--- config.mk ---
export PLATFORM = sky130hd
export DESIGN_NAME = level_sequencer
export DESIGN_NICKNAME = d
export VERILOG_FILES = /design/src/rtl/level_sequencer_pkg.sv /design/src/rtl/level_sequencer_rise_edge.sv /design/src/rtl/level_sequencer.sv
export SDC_FILE = /design/constraint.sdc
export NUM_CORES = 1
export LEC_CHECK = 0
export CORE_ASPECT_RATIO = 1.4
export CORE_MARGIN = 4
export CORE_UTILIZATION = 50
export DETAILED_ROUTE_END_ITERATION = 12
export GPL_TIMING_DRIVEN = 0
export PLACE_DENSITY = 0.74
export REMOVE_ABC_BUFFERS = 1
export SLEW_MARGIN = 10
export SYNTH_ARGS = -nofsm -noshare
export SYNTH_HDL_FRONTEND = slang
export SYNTH_HIERARCHICAL = 1
export SYNTH_SLANG_ARGS = --single-unit
--- constraint.sdc ---
create_clock -name clk -period 2.4 [get_ports clk]
set_input_delay 0.48 -clock clk [delete_from_list [all_inputs] [get_ports clk]]
set_output_delay 0.48 -clock clk [all_outputs]
set_load 0.03 [all_outputs]
--- src/rtl/level_sequencer_pkg.sv ---
// Shared definitions for the level sequencer: FSM state encoding and default sizing constants.
// The LEVEL_SEQ_LOOP_EN build option is consumed by level_sequencer.sv.
package level_sequencer_pkg;

    // NOTE: all four encodings are named, so an out-of-range state can only come from upset/X; the FSM default still recovers it.
    typedef enum logic [1:0] {
        IDLE   = 2'd0,
        PLAY   = 2'd1,
        GAP    = 2'd2,
        FINISH = 2'd3
    } state_e;

    localparam int DEF_NUM_LEVELS      = 4;
    localparam int DEF_SEL_W           = 2;
    localparam int DEF_NOTES_PER_LEVEL = 16;
    localparam int DEF_GAP_TICKS       = 8;

endpackage

--- src/rtl/level_sequencer_rise_edge.sv ---
// Rising-edge detector for an already-synchronised level input; one pulse per low-to-high transition.
module rise_edge (
    input  logic clk,
    input  logic rst,
    input  logic d,
    output logic pulse
);

    logic d_q;

    // NOTE: sequential state is updated with <= so every flop samples pre-edge values regardless of block order.
    always_ff @(posedge clk or posedge rst) begin
        if (rst) begin
            d_q <= 1'b0;
        end else begin
            d_q <= d;
        end
    end

    assign pulse = d & ~d_q;

endmodule

--- src/rtl/level_sequencer.sv ---
// Level sequencer: walks the melody levels, counts notes, inserts inter-level gaps, flags completion.
// Build option: define LEVEL_SEQ_LOOP_EN to wrap from the last level back to level 0 instead of finishing.
module level_sequencer
    import level_sequencer_pkg::*;
#(
    parameter int NUM_LEVELS      = DEF_NUM_LEVELS,
    parameter int SEL_W           = DEF_SEL_W,
    parameter int NOTES_PER_LEVEL = DEF_NOTES_PER_LEVEL,
    parameter int GAP_TICKS       = DEF_GAP_TICKS
) (
    input  logic                               clk,
    input  logic                               rst,
    input  logic                               start,
    input  logic                               skip,
    input  logic                               note_tick,
    output logic [SEL_W-1:0]                   sel,
    output logic                               play_en,
    output logic [$clog2(NOTES_PER_LEVEL)-1:0] note_idx,
    output logic                               level_done,
    output logic                               all_done
);

    localparam int NOTE_W = $clog2(NOTES_PER_LEVEL);
    localparam int GAP_W  = $clog2(GAP_TICKS + 1);

    localparam logic [NOTE_W-1:0] NOTE_LAST = NOTE_W'(NOTES_PER_LEVEL - 1);
    localparam logic [SEL_W-1:0]  SEL_LAST  = SEL_W'(NUM_LEVELS - 1);
    localparam logic [GAP_W-1:0]  GAP_LAST  = GAP_W'(GAP_TICKS);

    state_e              state_q,      state_d;
    logic [SEL_W-1:0]    sel_q,        sel_d;
    logic                play_en_q,    play_en_d;
    logic [NOTE_W-1:0]   note_idx_q,   note_idx_d;
    logic                level_done_q, level_done_d;
    logic                all_done_q,   all_done_d;
    logic [GAP_W-1:0]    gap_cnt_q,    gap_cnt_d;
    logic                start_rise;
    logic [SEL_W-1:0]    sel_next;

    rise_edge u_start_edge (
        .clk   (clk),
        .rst   (rst),
        .d     (start),
        .pulse (start_rise)
    );

    // Wrap keeps sel inside the level range even in the looping build.
    assign sel_next = (sel_q == SEL_LAST) ? '0 : sel_q + SEL_W'(1);

    always_comb begin
        // NOTE: every variable gets a default before the case so no path can infer a latch.
        state_d      = state_q;
        sel_d        = sel_q;
        play_en_d    = play_en_q;
        note_idx_d   = note_idx_q;
        level_done_d = 1'b0;
        all_done_d   = all_done_q;
        gap_cnt_d    = gap_cnt_q;

        case (state_q)
            IDLE, FINISH: begin
                if (start_rise) begin
                    state_d    = PLAY;
                    sel_d      = '0;
                    note_idx_d = '0;
                    play_en_d  = 1'b1;
                    all_done_d = 1'b0;
                end
            end

            PLAY: begin
                if (skip || (note_tick && note_idx_q == NOTE_LAST)) begin
                    level_done_d = 1'b1;
                    play_en_d    = 1'b0;
                    note_idx_d   = '0;
                    gap_cnt_d    = '0;
`ifdef LEVEL_SEQ_LOOP_EN
                    state_d      = GAP;
`else
                    if (sel_q == SEL_LAST) begin
                        state_d    = FINISH;
                        all_done_d = 1'b1;
                    end else begin
                        state_d    = GAP;
                    end
`endif
                end else if (note_tick) begin
                    note_idx_d = note_idx_q + NOTE_W'(1);
                end
            end

            GAP: begin
                play_en_d = 1'b0;
                if (note_tick) begin
                    gap_cnt_d = gap_cnt_q + GAP_W'(1);
                    if (gap_cnt_d == GAP_LAST) begin
                        state_d    = PLAY;
                        sel_d      = sel_next;
                        note_idx_d = '0;
                        play_en_d  = 1'b1;
                        gap_cnt_d  = '0;
                    end
                end
            end

            default: begin
                state_d    = IDLE;
                sel_d      = '0;
                play_en_d  = 1'b0;
                note_idx_d = '0;
                all_done_d = 1'b0;
                gap_cnt_d  = '0;
            end
        endcase
    end

    // NOTE: every register, counters included, is cleared by rst so nothing from an interrupted game survives.
    always_ff @(posedge clk or posedge rst) begin
        if (rst) begin
            state_q      <= IDLE;
            sel_q        <= '0;
            play_en_q    <= 1'b0;
            note_idx_q   <= '0;
            level_done_q <= 1'b0;
            all_done_q   <= 1'b0;
            gap_cnt_q    <= '0;
        end else begin
            state_q      <= state_d;
            sel_q        <= sel_d;
            play_en_q    <= play_en_d;
            note_idx_q   <= note_idx_d;
            level_done_q <= level_done_d;
            all_done_q   <= all_done_d;
            gap_cnt_q    <= gap_cnt_d;
        end
    end

    assign sel        = sel_q;
    assign play_en    = play_en_q;
    assign note_idx   = note_idx_q;
    assign level_done = level_done_q;
    assign all_done   = all_done_q;

endmodule

# Word level (Yosys, flattened, before mapping)
# Index checks and enable logic that the tools add are counted.
# word_totals
ff_bits,16
in_bits,5
output_inout_bits,9
elab_cells,70
# classes
n_addsub,3
n_eq_ne,12
muxes,32
bitwise_logic,2
n_reduce_logical,13
# op_table
cell,n
$mux W4,8
$mux W2,8
$reduce_and A4 Y1,4
$pmux W4 S3,1
$mux W1,10
$ne A2 B2 Y1 const B,5
$add A4 B1 Y4 const B,2
$eq A4 B4 Y1 const B,2
$pmux W4 S2,1
$eq A2 B2 Y1 const B,3
$pmux W2 S3,1
$reduce_bool A2 Y1,3
$pmux W2 S2,1
$ne A3 B3 Y1 const B,1
$pmux W1 S3,1
$reduce_and A3 Y1,1
$add A2 B1 Y2 const B,1
$eq A2 B1 Y1 const B,1
$logic_not A2 Y1,1
$pmux W1 S2,1
$reduce_and A2 Y1,1
$reduce_or A2 Y1,1
$and A1 B1 Y1,1
$logic_and A1 B1 Y1,1
2 further kinds,2

# Depth between registers and ports, before layout
# Gate-level depths: netlist of run 1.
# logic_depth
word_depth,5
ltp_mapped,8
depth_no_buf,7

# Cells and area by module
# Netlist of run 1, hierarchy kept.
# modules_own_cells
mod,n_inst,cells_each,area_each_um2,seq_area_each_um2
level_sequencer,1,98,905.9,375.4
rise_edge,1,3,42.5,25.0

# Least setup slack after synthesis of run 1
# OpenSTA, ideal clock, no wires.
# synth_timing
path_kind,reg-to-reg
from,register note_idx_q[0] (netlist: note_idx[0])
to,register state_q[1]
setup_ns,0.128
arrival_time_ns,1.638
required_ns,2.272
path_slack_ns,0.634
path_stages_with_launch,6
path_buffers,0
period_less_slack_ns,1.766
cell_sequence,dfrtp_1 > ha_1 > and4_1 > nor2_1 > nor3_4 > mux2_1
# synth_between
elab_chain_cells,5
# synth_rtl
element,line,rtl
start: declaration,level_sequencer.sv:33,"logic [NOTE_W-1:0] note_idx_q, note_idx_d;"
start signal: assignment,level_sequencer.sv:131,note_idx_q <= note_idx_d;
$eq A4 B4 Y1,level_sequencer.sv:72,if (skip || (note_tick && note_idx_q == NOTE_LAST)) begin
$logic_and A1 B1 Y1,level_sequencer.sv:72,
$logic_or A1 B1 Y1,level_sequencer.sv:72,
$ne A2 B2 Y1 (no line),n/a,
$reduce_and A4 Y1 (no line),n/a,
end signal: assignment,level_sequencer.sv:128,state_q <= state_d;
end: declaration,level_sequencer.sv:30,"state_e state_q, state_d;"
# No other way between the ends.
# A chain may end at the register's enable or synchronous reset.

# Final worst setup path of run 1
# layout_timing
from,input port note_tick
to,register gap_cnt_q[3]
# layout_between
elab_chain_cells,4
word_cells_on_any_way,5
classes_between,2 x eq/ne; 3 x reduce/logical
# layout_rtl
element,line,rtl
start: declaration,level_sequencer.sv:15,"input logic note_tick,"
$logic_and A1 B1 Y1,level_sequencer.sv:72,
$logic_or A1 B1 Y1,level_sequencer.sv:72,
$ne A2 B2 Y1 (no line),n/a,
$reduce_and A3 Y1 (no line) (*),n/a,
end signal: assignment,level_sequencer.sv:134,gap_cnt_q <= gap_cnt_d;
end: declaration,level_sequencer.sv:36,"logic [GAP_W-1:0] gap_cnt_q, gap_cnt_d;"
# Mark *: on every way between the ends. The rest lies on a longest branch, timed or not.

==> qor.yml, run 1 <==
die:
  die-area_um2: 2670
  num_rows: 18
  die_x_um: 44.8
  die_y_um: 59.5
  coreArea_um2: 1780
  pin_count: 14
  initial_core_util_pct: 53.3
global_route:
  grt_pass1_vias: 730
  overflow: 0
  grt_max_degree: 16
  antenna_found_initial: 0
  grt_use_total_pct: 16.3
  grt_pass1_wl_um: 3220
timing:
  grt_setup_unrepaired: "no"
  tns_ps: 0
  final-hold-violation-count: 0
  final-max-slew-violation-count: 0
  tightest_slew_ps: 570
  clock.fmax_mhz: 493
  fin_crit_sh_pct: 84.5
  setup_violations: 0
  fin_crit_ps: 2030
  finClkSkew_ps: 2.49
  maxSlewHeadroom_pct: 62.0
clocking:
  cts_max_path_buffers: 2
  root_buffer: "clkbuf_4"
  cts_tree: "yes"
  cts_setup_buffers: 0
  insertion_delay_ps: 290
  cts_resized: 0
  hold_buffers: 0
  cts_num_sinks: 16
  htree_levels: 1
  clkSlewWorstSetupHoldPaths_ps: 90
  numCtsBuffers: 3
power_and_ir_drop:
  p_per_area_nw_per_um2: 1080
  p_leak_nw: 0.523
  p_total_mw: 1.20
  ir_drop_v: 0.000755
cells_and_area:
  diodes: 0
  layout_common_cells: "16 x dfrtp_1, 13 x nand2_1, 13 x clkdlybuf4s50_1"
  mostFrequentLayoutCell: "dfrtp_1"
  drive_gt1_share_pct: 7.83
  nets: 127
  syn_to_final_growth_pct: 17.8
  design_area_um2: 1120
worst_setup_path:
  reg2reg_setup_slack_ps: 530
  cp_cell_sequence: "clkdlybuf4s50_1 > and4_1 > nand2b_1 > o21ai_0 > o21ai_0 > nand2_1"
  cp_top_family: "buffers and inverters"
  crit_required_ps: 2580
  crit_top_cell: "o21ai_0"
  cpPeakStageDelay_ps: 710
  crit_buf_inv: 1
  crit_slowest_cell: "clkdlybuf4s50_1"
  startpoint_type: "primary input"
  critPathKind: "in -> reg"
  crit_path_end_kind: "register"
  crit_fanout: 12
  worstPathArrival_ps: 2210
routing:
  viasPerCell: 5.79
  num_vias: 781
  drc: 0
  ant_nets: 0
  drtIter0Drc: 23
  wl_per_cell_um: 13.8
  drtPass1Iterations: 4
  wirelength_um: 1860
synthesis:
  netlist_area_um2: 948
  ys_warn_count: 6
  syn_avg_cell_area_um2: 9.39
  synthCells: 101
  yosysSeqAreaShare_pct: 42.2
  synth.distinct_cells: 33
  synth_seq_cells: 16
min_path:
  hold_path.class: "in -> async"
job:
  drv_cap: 0
place:
  place_congestion: 0.748
  hpwl_um: 1420
  postPlaceCellArea_um2: 1090
  io_buffers: 13
outcome:
  status: "finished clean"
-- final timing paths --
| check | from | end | cells past startpoint |
|---|---|---|---|
| worst min register to register | play_en | play_en | 1 |
| worst max register to register | state_q[0] | note_idx[2] | 7 |
| worst max-delay path | note_tick | gap_cnt_q[3] | 6 |
| max in group asynchronous | rst | note_idx[3] | 2 |
| min in group clk | play_en | play_en | 1 |
| worst min-delay path | rst | u_start_edge/d_q | 2 |
-- flip-flops by register name (all words and copies together), names as in the netlist --
signal	cells
gap_cnt_q	4
note_idx	4
sel	2
state_q	2
all_done	1
level_done	1
play_en	1
u_start_edge/d_q	1
-- layer usage --
metal / global-route usage [%] / up-vias / part of all wire (%)
met5: 0 / - / 0
met4: 6.28 / 0 / 1.4
met3: 2.13 / 4 / 2.8
met2: 25.1 / 12 / 50
met1: 23.0 / 377 / 45
li1: - / 388 / -
-- cells by family (layout without fill, tap and decap cells) --
logic type | count (synthesis) | in the layout | synth area share, %
and+or+nand+nor | 41 | 41 | 24.1
AOI/OAI and AO/OA | 28 | 28 | 20.4
DFF | 16 | 16 | 42.2
buffers and inverters | 8 | 22 | 3.30
adders and majority gates | 5 | 5 | 6.60
muxes | 3 | 3 | 3.30
-- synthesized netlist by cell type --
master	instances	area [um2]
dfrtp_1	16	400
nand2_1	13	48.8
o21ai_0	9	45.0
inv_1	6	22.5
nor2_1	6	22.5
nor2b_1	6	37.5
ha_1	5	62.6
a21oi_1	4	20.0
a31oi_1	4	25.0
a22o_1	3	26.3
nand2b_1	3	18.8
nand3_1	3	15.0
mux2i_1	2	20.0
nand4_1	2	12.5
a211oi_2	1	12.5
a21boi_2	1	11.3
a21o_1	1	7.51
a22oi_1	1	7.51
a32o_1	1	10.0
and2_1	1	6.26
and3_1	1	6.26
and3b_1	1	8.76
and4_1	1	8.76
clkbuf_1	1	3.75
clkbuf_2	1	5.00
mux2_1	1	11.3
nor2b_4	1	13.8
nor3_1	1	5.00
nor3_4	1	16.3
nor4b_1	1	8.76
o211ai_2	1	12.5
o21a_1	1	7.51
o21ai_2	1	8.76
-- cell type report --
type                            count  area [um2]
Inverter                            6        22.5
Tap cell                           20        25.0
Fill cell                         166         662
Sequential cell                    16         400
Timing Repair Buffer               13         130
Clock buffer                        3        22.5
Multi-Input combinational cell     77         517
-- where the power goes --
| group | internal, mW | leakage, nW | switching, mW |
|---|---|---|---|
| Combinational | 0.269 | 0.298 | 0.391 |
| Clock | 0.0583 | 0.0138 | 0.0849 |
| Sequential | 0.338 | 0.212 | 0.0625 |
-- per-stage QoR --
stage,util (%),worst slack (ps),hold slack (ps),std cells
final,62.8,372,337,135
after global routing,62.8,220,335,135
after CTS,62.8,376,341,135
after detailed placement,61.5,80.9,495,132
after global placement,61.5,57.6,501,132
after floorplan,-,634,209,99
No activity file was read; power rests on OpenSTA's default activity.
==> run 2: changes to the inputs <==
clock period = 1.9 ns   (was 2.4 ns; I/O delays follow)
==> run 2 against run 1 <==
Against the previous run:
- first-iteration DRC count decreased by 39%
- highest routed layer unchanged
- sequential power increased by 26%
- global-route usage unchanged
- setup slack got worse by 270 ps
- flip-flop and latch count unchanged
==> qor.yml, run 2 (synthesis gave the netlist of run 1 again) <==
clocking:
  cts_tree: "yes"  # unchanged
  insertion_delay_ps: 280  # was 290 ps
  numCtsBuffers: 3  # unchanged
  clkSlewWorstSetupHoldPaths_ps: 90  # about the same
  cts_num_sinks: 16  # unchanged
  htree_levels: 1  # unchanged
  root_buffer: "clkbuf_4"  # unchanged
  cts_max_path_buffers: 2  # unchanged
timing:
  setup_violations: 0  # unchanged
  final-max-slew-violation-count: 0  # unchanged
  tightest_slew_ps: 568  # was 570 ps
  finClkSkew_ps: 1.32  # was 2.49 ps
  fin_ws_ps: 105  # was 372 ps
  fin_crit_sh_pct: 94.5
  fin_crit_ps: 1790
  final-hold-violation-count: 0  # unchanged
  maxSlewHeadroom_pct: 62.1  # was 62.0%
  clock.fmax_mhz: 557
  grt_setup_unrepaired: "no"  # unchanged
worst_setup_path:
  crit_buf_inv: 1  # unchanged
  crit_required_ps: 2080  # was 2580 ps
  worstPathArrival_ps: 1970  # was 2210 ps
  cp_top_family: "simple AND/OR/NAND/NOR gates"  # was buffers and inverters
  crit_slowest_cell: "dfrtp_1"  # was clkdlybuf4s50_1
  cp_cell_sequence: "inv_1 > ha_1 > nor2b_1 > a21o_1 > nor3_4 > mux2_1"  # was clkdlybuf4s50_1 > and4_1 > nand2b_1 > o21ai_0 > o21ai_0 > nand2_1
  startpoint_type: "register"  # was primary input
  crit_path_end_kind: "register"  # unchanged
  cpPeakStageDelay_ps: 360  # was 710 ps
  critPathKind: "reg -> reg"  # was in -> reg
  crit_fanout: 4  # was 12
routing:
  ant_nets: 0  # unchanged
  drtIter0Drc: 14  # was 23
  wl_per_cell_um: 14.1  # was 13.8 um
  drtPass1Iterations: 4  # unchanged
  viasPerCell: 5.85  # was 5.79
  drc: 0  # unchanged
  num_vias: 790  # was 781
  wirelength_um: 1900  # was 1860 um
power_and_ir_drop:
  p_per_area_nw_per_um2: 1370  # was 1080 nW/um2
  p_leak_nw: 0.525  # was 0.523 nW
  ir_drop_v: 0.000967  # was 0.000755 V
place:
  place_inst: 132  # unchanged
  place_congestion: 0.748  # unchanged
  io_buffers: 13  # unchanged
  hpwl_um: 1420  # unchanged
  place_ws_ps: -319  # was 80.9 ps
cells_and_area:
  drive_gt1_share_pct: 11.3  # was 7.83%
  fin_cells: 135  # unchanged
  mostFrequentLayoutCell: "dfrtp_1"  # unchanged
  nets: 127  # unchanged
  layout_common_cells: "15 x dfrtp_1, 13 x nand2_1, 12 x clkdlybuf4s50_1"  # was 16 x dfrtp_1, 13 x nand2_1, 13 x clkdlybuf4s50_1
  syn_to_final_growth_pct: 19.1  # was 17.8%
  diodes: 0  # unchanged
outcome:
  status: "finished clean"  # unchanged
die:
  die_x_um: 44.8  # unchanged
  die_y_um: 59.5  # unchanged
  die-area_um2: 2670  # unchanged
  initial_core_util_pct: 53.3  # unchanged
  pin_count: 14  # unchanged
  num_rows: 18  # unchanged
  coreArea_um2: 1780  # unchanged
global_route:
  overflow: 0  # unchanged
  grt_pass1_vias: 730  # unchanged
  grt_max_degree: 16  # unchanged
  grt_use_total_pct: 16.3  # unchanged
  grt_pass1_wl_um: 3220  # unchanged
  antenna_found_initial: 0  # unchanged
min_path:
  hold_path.class: "in -> async"  # unchanged
job:
  drv_cap: 0  # unchanged
[run 2: repair_timing]
item | 4_1_cts | 5_1_grt
setup endpoints to repair | 2 | 5
buffers inserted | 0 | 0
pin swaps | 0 | 2
resized for setup | 1 | 6
hold buffers | 0 | 0
[run 2: final timing paths]
kind	from	to	slack [ps]	cells past startpoint
setup / recovery	state_q[0]	state_q[1]	110	6
hold / removal	rst	u_start_edge/d_q	240	2
setup reg to reg	state_q[0]	state_q[1]	110	6
hold reg to reg	play_en	play_en	530	1
max in group asynchronous	rst	gap_cnt_q[0]	1030	2
min in group clk	play_en	play_en	530	1
[run 2: where the power goes]
| part | total [mW] | switching [mW] | internal (mW) |
|---|---|---|---|
| logic | 0.867 | 0.513 | 0.354 |
| clock network | 0.179 | 0.105 | 0.0737 |
| registers | 0.507 | 0.0788 | 0.428 |
| total | 1.55 | 0.697 | 0.856 |
[run 2: layout make-up]
cell class | count | area (um2)
fill | 164 | 649
multi-input combinational | 77 | 529
sequential | 16 | 402
timing repair buffer | 13 | 129
tap | 20 | 25.0
clock buffer | 3 | 22.5
inverter | 6 | 22.5
[run 2: routing by layer]
layer	track usage, %	wire [um]
met2	25.1	963
met1	23.0	849
met5	0	0
met3	2.13	62
met4	6.28	26
[run 2: stage by stage]
step | TNS, ps | hold WS [ps] | instance area, um2 | total power, mW | util (%)
floorplan | 0 | 109 | 940 | 1.11 | -
global placement | -2260 | 501 | 1090 | 1.34 | 61.5
detailed placement | -2170 | 495 | 1090 | 1.35 | 61.5
CTS | 0 | 241 | 1120 | 1.53 | 62.7
global route | 0 | 235 | 1130 | 1.68 | 63.5
finish | 0 | 240 | 1130 | 1.55 | 63.5
==> run 3: changes to the inputs <==
CTS_BUF_LIST = sky130_fd_sc_hd__clkbuf_4   (was not set)
==> results of run 3 <==
The final DEF is identical to that of run 2; final timing and power are the same.
